File: config.mk
export PLATFORM = sky130hd
export DESIGN_NAME = fetch_ctrl_flat
export DESIGN_NICKNAME = d
export VERILOG_FILES = /design/src/rtl/picomips_pkg.sv /design/src/rtl/fetch_ctrl_if.sv /design/src/rtl/fetch_ctrl.sv /design/src/flat_wrapper.sv
export SDC_FILE = /design/constraint.sdc
export NUM_CORES = 1
export LEC_CHECK = 0
export CAP_MARGIN = 20
export CORE_ASPECT_RATIO = 0.8
export CORE_MARGIN = 2
export CORE_UTILIZATION = 30
export CTS_CLUSTER_SIZE = 12
export DETAILED_ROUTE_END_ITERATION = 10
export PLACE_DENSITY = 0.61
export SKIP_CTS_REPAIR_TIMING = 1
export SYNTH_ARGS = -nofsm -noshare
export SYNTH_HDL_FRONTEND = slang
export SYNTH_SLANG_ARGS = --single-unit
File: constraint.sdc
create_clock -name clk -period 2.9 [get_ports clk]
set_input_delay 0.435 -clock clk [delete_from_list [all_inputs] [get_ports clk]]
set_output_delay 0.435 -clock clk [all_outputs]
set_load 0.03 [all_outputs]
File: src/rtl/picomips_pkg.sv
// Shared definitions for the picoMIPS fetch path.
//   PSIZE_DEFAULT : default program memory address width
//   ISIZE_DEFAULT : default instruction width
//   DBG_MAX_WAIT  : cycles a debug read may be held off by a running CPU
//   state_t       : fetch controller states
//   age_t         : debug wait counter type
package picomips_pkg;

    localparam int PSIZE_DEFAULT = 6;
    localparam int ISIZE_DEFAULT = 24;
    localparam int DBG_MAX_WAIT  = 3;

    typedef enum logic [1:0] {
        IDLE = 2'd0,
        RUN  = 2'd1,
        HALT = 2'd2
    } state_t;

    typedef logic [$clog2(DBG_MAX_WAIT + 1) - 1:0] age_t;

endpackage

File: src/rtl/fetch_ctrl_if.sv
// Bus between the fetch controller, program memory, datapath and debug port.
//   master : fetch_ctrl side (drives address, instr, instr_valid, fetch,
//            halted, dbg_ack, dbg_data)
//   slave  : system side (drives en, I, stall, branch, branch_off,
//            halt_req, dbg_req, dbg_addr)
interface fetch_ctrl_if
    import picomips_pkg::*;
#(
    parameter int Psize = PSIZE_DEFAULT,
    parameter int Isize = ISIZE_DEFAULT
) ();

    logic             en;
    logic [Psize-1:0] address;
    logic [Isize-1:0] I;
    logic [Isize-1:0] instr;
    logic             instr_valid;
    logic             fetch;
    logic             stall;
    logic             branch;
    logic [Psize-1:0] branch_off;
    logic             halt_req;
    logic             dbg_req;
    logic [Psize-1:0] dbg_addr;
    logic             dbg_ack;
    logic [Isize-1:0] dbg_data;
    logic             halted;

    modport master (
        input  en, I, stall, branch, branch_off, halt_req, dbg_req, dbg_addr,
        output address, instr, instr_valid, fetch, dbg_ack, dbg_data, halted
    );

    modport slave (
        output en, I, stall, branch, branch_off, halt_req, dbg_req, dbg_addr,
        input  address, instr, instr_valid, fetch, dbg_ack, dbg_data, halted
    );

endinterface

File: src/rtl/fetch_ctrl.sv
// Instruction fetch controller with a shared debug read port.
//   clk   : single clock, rising edge
//   reset : synchronous, active-high
//   bus   : fetch_ctrl_if.master -- program memory address/data, datapath
//           handshake (stall, branch, halt_req, instr, instr_valid, fetch),
//           debug read port (dbg_req/dbg_addr -> dbg_ack/dbg_data), halted
// The program memory is shared: a debug grant steals the address mux for one
// cycle, so the CPU does not fetch in that cycle.
module fetch_ctrl
    import picomips_pkg::*;
#(
    parameter int Psize = PSIZE_DEFAULT,
    parameter int Isize = ISIZE_DEFAULT
) (
    input  logic          clk,
    input  logic          reset,
    fetch_ctrl_if.master  bus
);

    localparam age_t AGE_MAX = age_t'(DBG_MAX_WAIT);

    state_t           state;
    logic [Psize-1:0] pc;
    logic [Psize-1:0] pc_next;
    age_t             age;
    logic [Isize-1:0] instr;
    logic             instr_valid;
    logic             dbg_ack;
    logic [Isize-1:0] dbg_data;
    logic             dbg_grant;
    logic             fetch;

    // Debug wins immediately whenever the CPU is not using memory; while
    // running it waits at most AGE_MAX cycles before stealing one cycle.
    assign dbg_grant = bus.dbg_req & ((state != RUN) | bus.stall | (age == AGE_MAX));
    assign fetch     = (state == RUN) & ~bus.stall & ~dbg_grant;

    // halt_req takes priority over branch; sums wrap modulo 2^Psize.
    always_comb begin
        // NOTE: default assignment first so every path drives pc_next and no latch is inferred.
        pc_next = pc;
        if (bus.halt_req)
            pc_next = pc;
        else if (bus.branch)
            pc_next = pc + bus.branch_off;
        else
            pc_next = pc + 1'b1;
    end

    always_ff @(posedge clk) begin
        // NOTE: non-blocking assignments so every register samples pre-edge values.
        if (reset) begin
            state       <= IDLE;
            pc          <= '0;
            instr       <= '0;
            instr_valid <= 1'b0;
            dbg_ack     <= 1'b0;
            dbg_data    <= '0;
            age         <= '0;
        end else begin
            instr_valid <= fetch;
            dbg_ack     <= dbg_grant;

            if (fetch) begin
                instr <= bus.I;
                pc    <= pc_next;
            end

            if (dbg_grant)
                dbg_data <= bus.I;

            if (!bus.dbg_req || dbg_grant)
                age <= '0;
            else if (age != AGE_MAX)
                age <= age + 1'b1;

            case (state)
                IDLE: if (bus.en) state <= RUN;
                RUN: begin
                    // A halting fetch still completes; en=0 acts at this edge too.
                    if (fetch && bus.halt_req)
                        state <= HALT;
                    else if (!bus.en)
                        state <= IDLE;
                end
                HALT: if (!bus.en) state <= IDLE;
                default: state <= IDLE;
            endcase
        end
    end

    assign bus.address     = dbg_grant ? bus.dbg_addr : pc;
    assign bus.fetch       = fetch;
    assign bus.instr       = instr;
    assign bus.instr_valid = instr_valid;
    assign bus.dbg_ack     = dbg_ack;
    assign bus.dbg_data    = dbg_data;
    assign bus.halted      = (state == HALT);

endmodule
File: src/flat_wrapper.sv
// flat-port wrapper written by rule: the top's interface ports become plain ports
module fetch_ctrl_flat import picomips_pkg::*;
#(
    parameter int Psize = PSIZE_DEFAULT,
    parameter int Isize = ISIZE_DEFAULT
)
  (clk, reset, bus_en, bus_I, bus_stall, bus_branch, bus_branch_off, bus_halt_req, bus_dbg_req, bus_dbg_addr, bus_address, bus_instr, bus_instr_valid, bus_fetch, bus_dbg_ack, bus_dbg_data, bus_halted);
  fetch_ctrl_if #(.Psize(Psize), .Isize(Isize)) bus_i ();
  input  logic clk;
  input  logic reset;
  input wire logic [$bits(bus_i.en)-1:0] bus_en;
  input wire logic [$bits(bus_i.I)-1:0] bus_I;
  input wire logic [$bits(bus_i.stall)-1:0] bus_stall;
  input wire logic [$bits(bus_i.branch)-1:0] bus_branch;
  input wire logic [$bits(bus_i.branch_off)-1:0] bus_branch_off;
  input wire logic [$bits(bus_i.halt_req)-1:0] bus_halt_req;
  input wire logic [$bits(bus_i.dbg_req)-1:0] bus_dbg_req;
  input wire logic [$bits(bus_i.dbg_addr)-1:0] bus_dbg_addr;
  output wire logic [$bits(bus_i.address)-1:0] bus_address;
  output wire logic [$bits(bus_i.instr)-1:0] bus_instr;
  output wire logic [$bits(bus_i.instr_valid)-1:0] bus_instr_valid;
  output wire logic [$bits(bus_i.fetch)-1:0] bus_fetch;
  output wire logic [$bits(bus_i.dbg_ack)-1:0] bus_dbg_ack;
  output wire logic [$bits(bus_i.dbg_data)-1:0] bus_dbg_data;
  output wire logic [$bits(bus_i.halted)-1:0] bus_halted;
  assign bus_i.en = bus_en;
  assign bus_i.I = bus_I;
  assign bus_i.stall = bus_stall;
  assign bus_i.branch = bus_branch;
  assign bus_i.branch_off = bus_branch_off;
  assign bus_i.halt_req = bus_halt_req;
  assign bus_i.dbg_req = bus_dbg_req;
  assign bus_i.dbg_addr = bus_dbg_addr;
  assign bus_address = bus_i.address;
  assign bus_instr = bus_i.instr;
  assign bus_instr_valid = bus_i.instr_valid;
  assign bus_fetch = bus_i.fetch;
  assign bus_dbg_ack = bus_i.dbg_ack;
  assign bus_dbg_data = bus_i.dbg_data;
  assign bus_halted = bus_i.halted;
  fetch_ctrl #(.Psize(Psize), .Isize(Isize)) u_core (.clk(clk), .reset(reset), .bus(bus_i));
endmodule
== Word level (Yosys, flattened, before mapping) ==
Index checks and enable logic that the tools add are counted.
Storage, ports and cells
  register bits after elaboration: 60
  input port bits: 43
  output and inout bits: 58
  logic and storage cells: 36
Operators by class
  add/sub/neg operators: 3
  equality and inequality tests: 6
  multiplexer cells: 6
  bitwise operators: 8
  reductions and logical operators: 6
Operators by type and width (count)
  6-bit two-way mux: 2
  6-bit by 1-bit adder with 6-bit output, second input constant: 1
  6-bit adder: 1
  2-bit two-way mux: 3
  2-bit one-hot mux with 3 select lines: 1
  2-bit == test, second input constant: 2
  2-bit != test, second input constant: 2
  1-bit AND: 3
  1-bit NOT: 3
  2-bit by 1-bit adder with 2-bit output, second input constant: 1
  2-bit by 1-bit == test with 1-bit output, second input constant: 1
  2-bit logical NOT: 1
  2-bit by 1-bit != test with 1-bit output, second input constant: 1
  1-bit OR: 2
  2-bit AND reduction: 1
  2-bit OR reduction: 1
  1-bit logical AND: 1
  1-bit logical NOT: 1
  1-bit logical OR: 1

== Longest topological paths before layout ==
  word-level depth: 9
  mapped depth: 7
  depth with buffers taken out: 7

== Worst setup path before layout ==
OpenSTA, ideal clock, no wires.
  path kind: input to output
  start point: in bus_stall
  end point: out bus_address[5]
  data arrival time: 1.517 ns
  data required time: 2.465 ns
  slack: 0.948 ns
  stages on the path: 6
  buffers on the path: 2
  path through: or3b_1 > buf_4 > o21ai_4 > buf_6 > nand2_1 > nand2_1
On the way
  longest elaborated chain between the ends: 4
Ends and longest elaborated chain
  start, declared: line flat_wrapper.sv:13  | input wire logic [$bits(bus_i.stall)-1:0] bus_stall;
  1-bit OR (2 in series): line fetch_ctrl.sv:35  | assign dbg_grant = bus.dbg_req & ((state != RUN) | bus.stall | (age == AGE_MAX));
  1-bit AND: line fetch_ctrl.sv:35
  6-bit two-way mux: line fetch_ctrl.sv:92  | assign bus.address = dbg_grant ? bus.dbg_addr : pc;
  end, declared: line flat_wrapper.sv:19  | output wire logic [$bits(bus_i.address)-1:0] bus_address;
No other way between the ends.

== Worst setup path after layout ==
  start point: in bus_stall
  end point: out bus_address[4]
The elaborated chain is that of the path after synthesis.

==> run summary <==
Status: finished clean
Pin count of the biggest net entering global routing: 40
R2R Path Start: u_core.state[1]
Post-synth top area share: 0.459
Drt drc: 0
Final Skew: 0.00876 ns
DR vias: 2468
XOR/XNOR share of the synthesized area: 0.00335
Final hold slack: 0.454 ns
Simple-gate portion of the synthesized area: 0.285
# clock sinks: 60
Layout Nets: 464
Hold_sp: u_core.bus.dbg_data[6]
Worst setup EP type: output port
Unrepaired setup endpoints after global routing: false
Total global-route track usage: 0.154
Global route overflow: 0
Clock Tree Buf Depth: 2
Ratio of cells with drive above 1 in the final layout: 0.177
Sw Pwr: 0.000552 W
Vias in the first global route: 2350
Initial antenna violation count: 0
Int Pwr: 0.00136 W
Drt via density: 4.66
Sequential-to-total area share from yosys stat: 0.459
Initial Util: 0.308
# Max-Cap Violations: 0
Die Ht: 87.5 um
Yosys warning count: 0
Core region area: 8480 sq um
WS Path Type: in2out
Pre-antenna DRT Iters: 4
Complex-gate fraction of the synthesized area: 0.176
Worst-path clk slew: 0.06 ns
Worst r2r path cells: 5
Slew Limit Fails: 0
Cts bufs inserted: 9
Clock share of power: 0.355
Achievable clock frequency: 393 MHz
Sw frac: 0.288
Combinational family with the most area after synthesis: simple AND/OR/NAND/NOR gates
Wire length per cell: 13.6 um
Ant. Diodes: 0
Largest fanout on the critical path: 11
P_leak: 1.44 nW
WL met1: 3320 um
Number of core rows: 30
Slew margin rel.: 0.677
Non-Filler Instances: 530
I/O Pins: 101
HP Class: reg2reg
Pwr Density: 496 nW/um^2
I/O Buffers: 100
Placed insts: 515
Setup TNS: 0 ns
Finish-stage setup viols: 0
Top sig layer: met4
Tcrit/Tclk final: 0.878
Area Overhead vs Synth: 47.8%
Arr. time, crit path: 2.11 ns
First-pass GRT wire length: 11400 um
Hold Path End: u_core.bus.dbg_data[6]
H-tree levels: 3
Synthesized-area fraction occupied by adder cells: 0.0364
Mux contribution to synthesized area: 0
Die Span X: 108 um
WL met2: 3290 um
Fin. Hold Viols: 0
Peak VDD IR: 0.000211 V
R2r endpoint: u_core.bus.dbg_data[8]
Synth Cell Area: 2620 sq um
Die area: 9480 sq um
Logic pwr share: 0.185
Least-Margin Pin Slew: 0.484 ns
Required @ worst endpoint: 2.47 ns
FF-to-FF setup slack: 1.03 ns
Fin util: 0.455
Clk Latency, worst-skew pair: 0.34 ns
Hold Path Stages: 2
Hpwl dp: 4960 um
Final Critical Period: 2.55 ns
Post-synthesis register bit count: 60
Synth top area cells: dfxtp_1 46%, nand2_1 14%, a21oi_1 6.7%
Post-route ant nets: 0
CTS tree: done
Dominant cell type by area after synthesis: dfxtp_1
Sequential Power Share: 0.460
Avg Inst Size Synth: 8.33 sq um
Netlist cell types: 41
Syn nets: 364
Routability cong.: 0.750
Met3 wire length: 515 um
Initial DRC Count: 62
Post-Syn Instances: 314
Detailed Route WL: 7230 um
Startpoint types: primary input
Total power: 0.00192 W
CTS Root Cell: clkbuf_8
==> power by group through the flow <==
stage | Sequential, W | Clock (W) | Combinational (W)
final | 0.000882 | 0.000679 | 0.000355
after global placement | 0.000899 | 0 | 0.000356
after CTS | 0.000882 | 0.000706 | 0.000359
after detailed placement | 0.000900 | 0 | 0.000358
after global routing | 0.000886 | 0.000733 | 0.000382
after floorplan | 0.000960 | 0 | 0.000133
==> registers in the layout, summed over array words and instances, names as in the netlist <==
register / flops
u_core.bus.dbg_data: 24
u_core.state: 2
u_core.bus.dbg_ack: 1
u_core.bus.instr_valid: 1
u_core.age: 2
u_core.bus.instr: 24
u_core.pc: 6
==> through the flow <==
step / cell area [sq um] / setup slack [ns]
after floorplan: 2620 / 0.948
after global placement: 3690 / 0.385
after detailed placement: 3690 / 0.341
after CTS: 3860 / 0.342
after global routing: 3860 / 0.248
final: 3860 / 0.354
==> layout by cell type (no fill, tap or decap), types with 2 or more instances in the layout <==
| cell type | instances |
|---|---|
| clkinv_2 | 2 |
| a31oi_1 | 2 |
| nand2_1 | 101 |
| ha_1 | 6 |
| and3_1 | 3 |
| clkdlybuf4s50_1 | 93 |
| o21ai_0 | 5 |
| a211oi_1 | 2 |
| clkbuf_8 | 11 |
| nand3_1 | 2 |
| clkinvlp_4 | 2 |
| nand3b_1 | 2 |
| and2_1 | 5 |
| a21oi_2 | 20 |
| buf_4 | 13 |
| dfxtp_1 | 60 |
| nor2_1 | 6 |
| nand2b_1 | 2 |
| nand2_2 | 21 |
| or4_1 | 2 |
| a21o_1 | 3 |
| a21oi_1 | 35 |
==> cells by family after synthesis <==
| family | count (synthesis) |
|---|---|
| simple gates | 157 |
| compound gates | 70 |
| flops | 60 |
| buf+inv | 19 |
| fa+ha+maj | 7 |
| xor+xnor | 1 |
==> synth_stat cells, drive strengths merged <==
library cell  instances
and3                  3
nand3b                2
or4                   2
and2                  5
a31oi                 2
nand3                 2
nor4b                 1
a211oi                2
fa                    1
xnor2                 1
nor3                  1
or3b                  1
a21oi                55
nand2b                2
a221o                 1
and4                  1
ha                    6
and4bb                1
buf                  12
and4b                 1
nand4                 1
nor2b                 1
o21ai                 6
or3                   1
dfxtp                60
clkbuf                6
clkinv                1
nor3b                 2
nor2                  7
nand2               122
o21a                  1
a21o                  3
nor4                  1
==> worst max path at each step <==
stage          slack [ns]             end      start  cells after the start
6_report             0.35  bus_address[4]  bus_stall                      6
5_1_grt              0.25  bus_address[4]  bus_stall                      6
4_1_cts              0.34  bus_address[4]  bus_stall                      6
3_5_place_dp         0.34  bus_address[4]  bus_stall                      6
3_3_place_gp         0.38  bus_address[0]  bus_stall                      6
2_1_floorplan        0.95  bus_address[5]  bus_stall                      6
==> layout make-up <==
type | count | area [sq um]
timing repair buffer | 107 | 1030
clock inverter | 4 | 25.0
inverter | 1 | 3.75
fill | 863 | 4620
clock buffer | 11 | 151
tap | 112 | 140
sequential | 60 | 1200
multi-input combinational | 235 | 1310
==> layer usage <==
| layer | up-vias | track usage |
|---|---|---|
| met5 | - | 0 |
| met4 | 0 | 0.0490 |
| met3 | 10 | 0.0524 |
| met2 | 62 | 0.251 |
| met1 | 1150 | 0.193 |
| li1 | 1246 | - |
==> worst max-delay path, stage by stage <==
cell,delay (ns)
clkdlybuf4s50_1,0.44
or3b_1,0.53
o21a_1,0.36
nand2_1,0.12
nand2_1,0.06
buf_4,0.16
No activity file was read; power rests on OpenSTA's default activity.
